==> config.mk <==
export PLATFORM = sky130hd
export DESIGN_NAME = pipelined_prefix_adder
export DESIGN_NICKNAME = d
export VERILOG_FILES = /design/src/rtl/pipelined_prefix_adder.sv
export SDC_FILE = /design/constraint.sdc
export NUM_CORES = 1
export LEC_CHECK = 0
export BUFFER_PORTS_ARGS = -buffer_cell sky130_fd_sc_hd__buf_2
export CAP_MARGIN = 10
export CELL_PAD_IN_SITES_DETAIL_PLACEMENT = 0
export CELL_PAD_IN_SITES_GLOBAL_PLACEMENT = 1
export CORE_UTILIZATION = 30
export CTS_CLUSTER_SIZE = 28
export DETAILED_ROUTE_END_ITERATION = 10
export PLACE_DENSITY = 0.66
export SLEW_MARGIN = 5
export SYNTH_ARGS = -nofsm -noshare
export SYNTH_HDL_FRONTEND = slang
export SYNTH_SLANG_ARGS = --single-unit
==> constraint.sdc <==
create_clock -name clk_i -period 3.5 [get_ports clk_i]
set_input_delay 0.175 -clock clk_i [delete_from_list [all_inputs] [get_ports clk_i]]
set_output_delay 0.175 -clock clk_i [all_outputs]
set_load 0.1 [all_outputs]
==> src/rtl/pipelined_prefix_adder.sv <==
`default_nettype none
// ============================================================================
// Module   : pipelined_prefix_adder
// Brief    : 3-stage Kogge-Stone adder/subtractor with valid/ready flow control
//            and signed-overflow flag.
// Revision : 1.0 - initial release
// ============================================================================
module pipelined_prefix_adder #(
    parameter int WIDTH = 16
) (
    input  logic             clk_i,
    input  logic             rst_i,
    input  logic [WIDTH-1:0] operand1_i,
    input  logic [WIDTH-1:0] operand2_i,
    input  logic             carry_i,
    input  logic             sub_i,
    input  logic             valid_i,
    output logic             ready_o,
    output logic [WIDTH-1:0] sum_o,
    output logic             carry_o,
    output logic             overflow_o,
    output logic             valid_o,
    input  logic             ready_i
);

    localparam int c_levels = $clog2(WIDTH + 1);

    // Stage load enables, chained back from the output so bubbles collapse
    logic w_ld1, w_ld2, w_ld3;

    logic [WIDTH-1:0] w_b;
    logic             w_cin;

    logic [WIDTH:0]   r_p1, r_g1;
    logic             r_amsb1, r_bmsb1, r_v1;

    logic [WIDTH:0]   w_gg;
    logic [WIDTH:0]   r_p2, r_gg2;
    logic             r_amsb2, r_bmsb2, r_v2;

    logic [WIDTH-1:0] w_sum;
    logic [WIDTH-1:0] r_sum;
    logic             r_carry, r_ovf, r_v3;

    assign w_ld3   = !r_v3 || ready_i;
    assign w_ld2   = !r_v2 || w_ld3;
    assign w_ld1   = !r_v1 || w_ld2;
    assign ready_o = w_ld1;

    // Subtraction as a + ~b + ~borrow
    assign w_b   = sub_i ? ~operand2_i : operand2_i;
    assign w_cin = sub_i ^ carry_i;

    always_ff @(posedge clk_i or posedge rst_i) begin
        if (rst_i) begin
            r_p1    <= '0;
            r_g1    <= '0;
            r_amsb1 <= 1'b0;
            r_bmsb1 <= 1'b0;
            r_v1    <= 1'b0;
        end else if (w_ld1) begin
            r_p1    <= {operand1_i ^ w_b, 1'b0};
            r_g1    <= {operand1_i & w_b, w_cin};
            r_amsb1 <= operand1_i[WIDTH-1];
            r_bmsb1 <= w_b[WIDTH-1];
            r_v1    <= valid_i;
        end
    end

    // In-place prefix combine; descending index keeps lower-level values intact
    always_comb begin
        logic [WIDTH:0] v_g;
        logic [WIDTH:0] v_p;
        v_g = r_g1;
        v_p = r_p1;
        for (int k = 0; k < c_levels; k++) begin
            for (int i = WIDTH; i >= (1 << k); i--) begin
                v_g[i] = v_g[i] | (v_p[i] & v_g[i - (1 << k)]);
                v_p[i] = v_p[i] & v_p[i - (1 << k)];
            end
        end
        w_gg = v_g;
    end

    always_ff @(posedge clk_i or posedge rst_i) begin
        if (rst_i) begin
            r_p2    <= '0;
            r_gg2   <= '0;
            r_amsb2 <= 1'b0;
            r_bmsb2 <= 1'b0;
            r_v2    <= 1'b0;
        end else if (w_ld2) begin
            r_p2    <= r_p1;
            r_gg2   <= w_gg;
            r_amsb2 <= r_amsb1;
            r_bmsb2 <= r_bmsb1;
            r_v2    <= r_v1;
        end
    end

    assign w_sum = r_p2[WIDTH:1] ^ r_gg2[WIDTH-1:0];

    always_ff @(posedge clk_i or posedge rst_i) begin
        if (rst_i) begin
            r_sum   <= '0;
            r_carry <= 1'b0;
            r_ovf   <= 1'b0;
            r_v3    <= 1'b0;
        end else if (w_ld3) begin
            r_sum   <= w_sum;
            r_carry <= r_gg2[WIDTH];
            r_ovf   <= (r_amsb2 == r_bmsb2) && (w_sum[WIDTH-1] != r_amsb2);
            r_v3    <= r_v2;
        end
    end

    assign sum_o      = r_sum;
    assign carry_o    = r_carry;
    assign overflow_o = r_ovf;
    assign valid_o    = r_v3;

endmodule
`default_nettype wire

# After elaboration in Yosys (flattened, before gate mapping)
# Index checks and enable logic that the tools add are counted.
# totals
output_inout_bits	20
ramBits	0
reg_bits	91
latch_bits	0
mem_bits_ro	0
n_memories	0
input_bits	38
elab_cells	175
# op_classes
n_mul	0
n_div	0
add_sub_neg	0
reduce_logical	7
n_eq_ne	2
n_bitwise	151
mux	1
shift	0
n_lt_le_gt_ge	0
# ops
operator	count
$and 1x1->1	92
$or 1x1->1	54
$xor 16x16->16	2
$and 16x16->16	1
$mux 16	1
$not 16->16	1
$logic_not 1->1	3
$logic_or 1x1->1	3
$eq 1x1->1	1
$logic_and 1x1->1	1
$ne 1x1->1	1
$xor 1x1->1	1

# Longest topological paths before layout
# logic_depth
word_depth	9
depth_mapped	7
depth_no_buf	5

# Least setup slack after synthesis
# No wires, ideal clock.
# synth_path
kind	register -> register
startpoint	reg r_v3, in the netlist valid_o
endpoint	reg r_p1[12]
required_ns	3.372
path_stages_with_launch	7
n_path_buf	2
setup_time_ns	0.128
setup_slack_ns	1.413
period_less_slack_ns	2.087
arrival_time_ns	1.959
path_cell_list	dfrtp_1 -> nand2b_4 -> nor2_4 -> nand2_1 -> buf_4 -> buf_6 -> mux2_1
# synth_between
elab_chain_cells	4
# synth_lines
element	line_no	rtl
start, declared	43	logic r_carry, r_ovf, r_v3;
start signal, assigned	113	r_v3 <= r_v2;
$logic_not 1->1	45	assign w_ld3 = !r_v3 || ready_i;
$logic_or 1x1->1	45	
$logic_or 1x1->1	46	assign w_ld2 = !r_v2 || w_ld3;
$logic_or 1x1->1	47	assign w_ld1 = !r_v1 || w_ld2;
net ready_o	18	output logic ready_o,
end signal, assigned	62	r_p1 <= {operand1_i ^ w_b, 1'b0};
end, declared	34	logic [WIDTH:0] r_p1, r_g1;
# The timed path passes the listed nets, and every way through them passes these cells.
# A chain may end at the register's enable or synchronous reset.

# Worst setup path in the final report
# layout_path
startpoint	reg r_v3, in the netlist valid_o
endpoint	out ready_o
# layout_between
elab_chain_cells	4
# layout_lines
element	line_no
$logic_not 1->1	45
$logic_or 1x1->1	45
$logic_or 1x1->1	46
$logic_or 1x1->1	47
end, declared	18
# Every way passes these cells.

==> impl_metrics.env <==
export IMPL_period_minus_slack_ns=2.519
export IMPL_yosysWarningCount=0
export IMPL_drc=0
export IMPL_cts_tree="done"
export IMPL_post_cts_buffers=0
export IMPL_rsz0062_at_grt="no"
export IMPL_use_met3_pct=2.736
export IMPL_syn2layout_area_growth_pct=16.26
export IMPL_ys_ff_latch=91
export IMPL_synth_fp_nets=441
export IMPL_grt_antenna_before_repair=0
export IMPL_hold_viol=0
export IMPL_synth_edf_count=0
export IMPL_place_gp_congestion=0.7278
export IMPL_cts_num_sinks=91
export IMPL_io_pins=58
export IMPL_core_um2=13450
export IMPL_first_pass_iters=4
export IMPL_vias=2779
export IMPL_cts_reportedPaths_clkPinSlew_ns=0.07
export IMPL_layout_drive_gt1_share_pct=25.73
export IMPL_start_util_pct=31.35
export IMPL_max_freq_mhz=397.0
export IMPL_synth_distinct_cells=40
export IMPL_fillers=1381
export IMPL_fin_tns_setup_ns=0
export IMPL_whs_ns=0.04180
export IMPL_finish_net_count=492
export IMPL_clock_skew_ns=0.008927
export IMPL_placed_area_um2=4622
export IMPL_synthCells=387
export IMPL_grt_overflow_total=0
export IMPL_grtUsageTotal_pct=12.92
export IMPL_endpoint_kind="output pin"
export IMPL_start_kind="flip-flop"
export IMPL_grt_first_pass_wirelength_um=14420
export IMPL_io_buffers=57
export IMPL_ir_drop_mv=0.2377
export IMPL_cts_buffer_depth=2
export IMPL_cts_root_buf="clkbuf_16"
export IMPL_die_area_um2=14540
export IMPL_final_area_um2=4903
export IMPL_status="finished, final reports clean"
export IMPL_synth_seq_area_share_pct=53.99
export IMPL_drtIter0Drc=145
export IMPL_routed_wl_um=8250
export IMPL_final_period_utilization_pct=71.97
export IMPL_maxSlewViolCount=0
export IMPL_max_cap_viol_count=0
export IMPL_ctsHoldBuffers=0
export IMPL_ant_nets=0
export IMPL_antenna_cells=0
export IMPL_die_h_um=120.6
export IMPL_tightest_slew_ns=1.019
export IMPL_dpl_hpwl_um=5950
export IMPL_powerDensity_nw_per_um2=768.3
export IMPL_routed_via_density=4.489
export IMPL_insertion_delay_ns=0.34
export IMPL_cellLeakagePower_nw=2.299
export IMPL_grt_pass1_vias=2884
export IMPL_max_slew_margin_rel_pct=31.97
export IMPL_cp_required_ns=3.32
export IMPL_std_cell_rows=42
export IMPL_worst_setup_path_type="flip-flop to output pin"
export IMPL_syn_area_per_cell_um2=10.90
export IMPL_cts_buffers=9
export IMPL_wl_per_cell_um=13.33
export IMPL_setup_violations=0
export IMPL_gr_max_usage_layer="met2"
export IMPL_synth_top_flop_cell="dfrtp_1"
export IMPL_grtUsageMet1_pct=18.51
export IMPL_synthArstFlopShare_pct=100.0
export IMPL_post_cts_resized=0
export IMPL_crit_fanout=38
export IMPL_grt_max_degree=63
export IMPL_met2_usage_pct=18.75
export IMPL_netlist_area_um2=4218
export IMPL_hold_path_class="input port to flip-flop"
export IMPL_cts_htree_levels=3
export IMPL_arrival_ns=2.34
export IMPL_chipWidth_um=120.6
-- per-layer routing --
layer	vias to the layer above	share of wire, %
li1	1415	-
met1	1312	52
met2	41	42
met3	11	3.5
met4	0	1.7
met5	-	0
-- through the flow --
step	util, %	cells	total power, W	setup slack (ns)
floorplan	-	387	0.002630	0.9614
global placement	34.36	603	0.002896	1.352
detailed placement	34.36	603	0.002909	1.298
CTS	36.45	619	0.003815	0.9280
global route	36.45	619	0.003981	0.7899
finish	36.45	619	0.003768	0.9810
-- power by group --
group | switching, W | internal (W)
Clock | 0.000393 | 0.000501
Sequential | 0.000201 | 0.00131
Combinational | 0.00102 | 0.000346
Total | 0.00161 | 0.00216
-- sequential cells by signal (all words and copies together) (netlist names) --
register / cells
r_p2: 16
r_bmsb1: 1
r_amsb1: 1
overflow_o: 1
r_p1: 16
r_gg2: 17
valid_o: 1
r_bmsb2: 1
carry_o: 1
r_v1: 1
r_v2: 1
r_g1: 17
sum_o: 16
r_amsb2: 1
-- cells in the final DEF, fill, tap and decap left out, drive strengths merged --
cell type and instances:
nand3 1, nor3 1, xor2 16, a211oi 2, nand2 71, dfrtp 91
a21oi 41, o22ai 3, o21ai 8, mux2 36, a21o 7, mux2i 1
clkinvlp 4, o2111ai 1, and3 2, o211ai 1, a31oi 4, nor2 32
clkinv 2, and2 1, nand2b 3, o21a 1, ha 16, a31o 2
buf 60, or2 1, xnor2 17, or3 1, o211a 1, inv 1
nand4 3, clkbuf 11, nor2b 1
-- cells in the mapped netlist, drive strengths merged (2+ instances only) --
master / number / area share, %
clkbuf: 6 / 0.53
o21ai: 8 / 0.95
a21oi: 41 / 5.0
a211oi: 2 / 0.36
xnor2: 17 / 3.5
a21o: 7 / 1.2
nor2: 32 / 3.0
xor2: 16 / 3.3
a31o: 2 / 0.42
mux2: 36 / 9.6
a31oi: 4 / 0.59
dfrtp: 91 / 54
ha: 16 / 4.7
and3: 2 / 0.33
inv: 2 / 0.18
o22ai: 3 / 0.45
nand4: 3 / 0.45
nand2: 71 / 6.3
buf: 14 / 2.4
nand2b: 3 / 0.62
-- area by class of cell --
type | count | area, um2 | share of cell area, %
Clock inverter | 5 | 38.79 | 0.7910
Tap cell | 176 | 220.2 | 4.491
Timing Repair Buffer | 60 | 307.8 | 6.277
Inverter | 2 | 8.758 | 0.1786
Sequential cell | 91 | 2277 | 46.44
Multi-Input combinational cell | 274 | 1808 | 36.87
Clock buffer | 11 | 242.7 | 4.950
-- kinds of logic after synthesis --
group	synth area share (%)
AOI/OAI and AO/OA	9.849
xor gates and xnor gates	6.852
adders and majority gates	4.746
buffers and inverters	3.144
DFF	53.99
muxes	9.849
and+or+nand+nor	11.57
-- worst paths after layout --
check,startpoint,endpoint,slack (ns),depth (start not counted)
hold reg to reg,r_amsb2,r_amsb2,0.49,2
hold / removal,valid_i,r_v1,0.04,2
setup / recovery,valid_o,ready_o,0.98,5
min in group asynchronous,rst_i,sum_o[2],0.05,2
setup reg to reg,valid_o,r_p1[12],1.45,5
max in group asynchronous,rst_i,r_p1[14],2.52,3
-- critical path: stages, from the launching register on --
cell	delay, ns
dfrtp_1	0.41
nand2b_4	0.32
nor2_4	0.19
nand2_1	0.11
buf_4	0.41
buf_2	0.52
(Power assumes the default switching activity.)
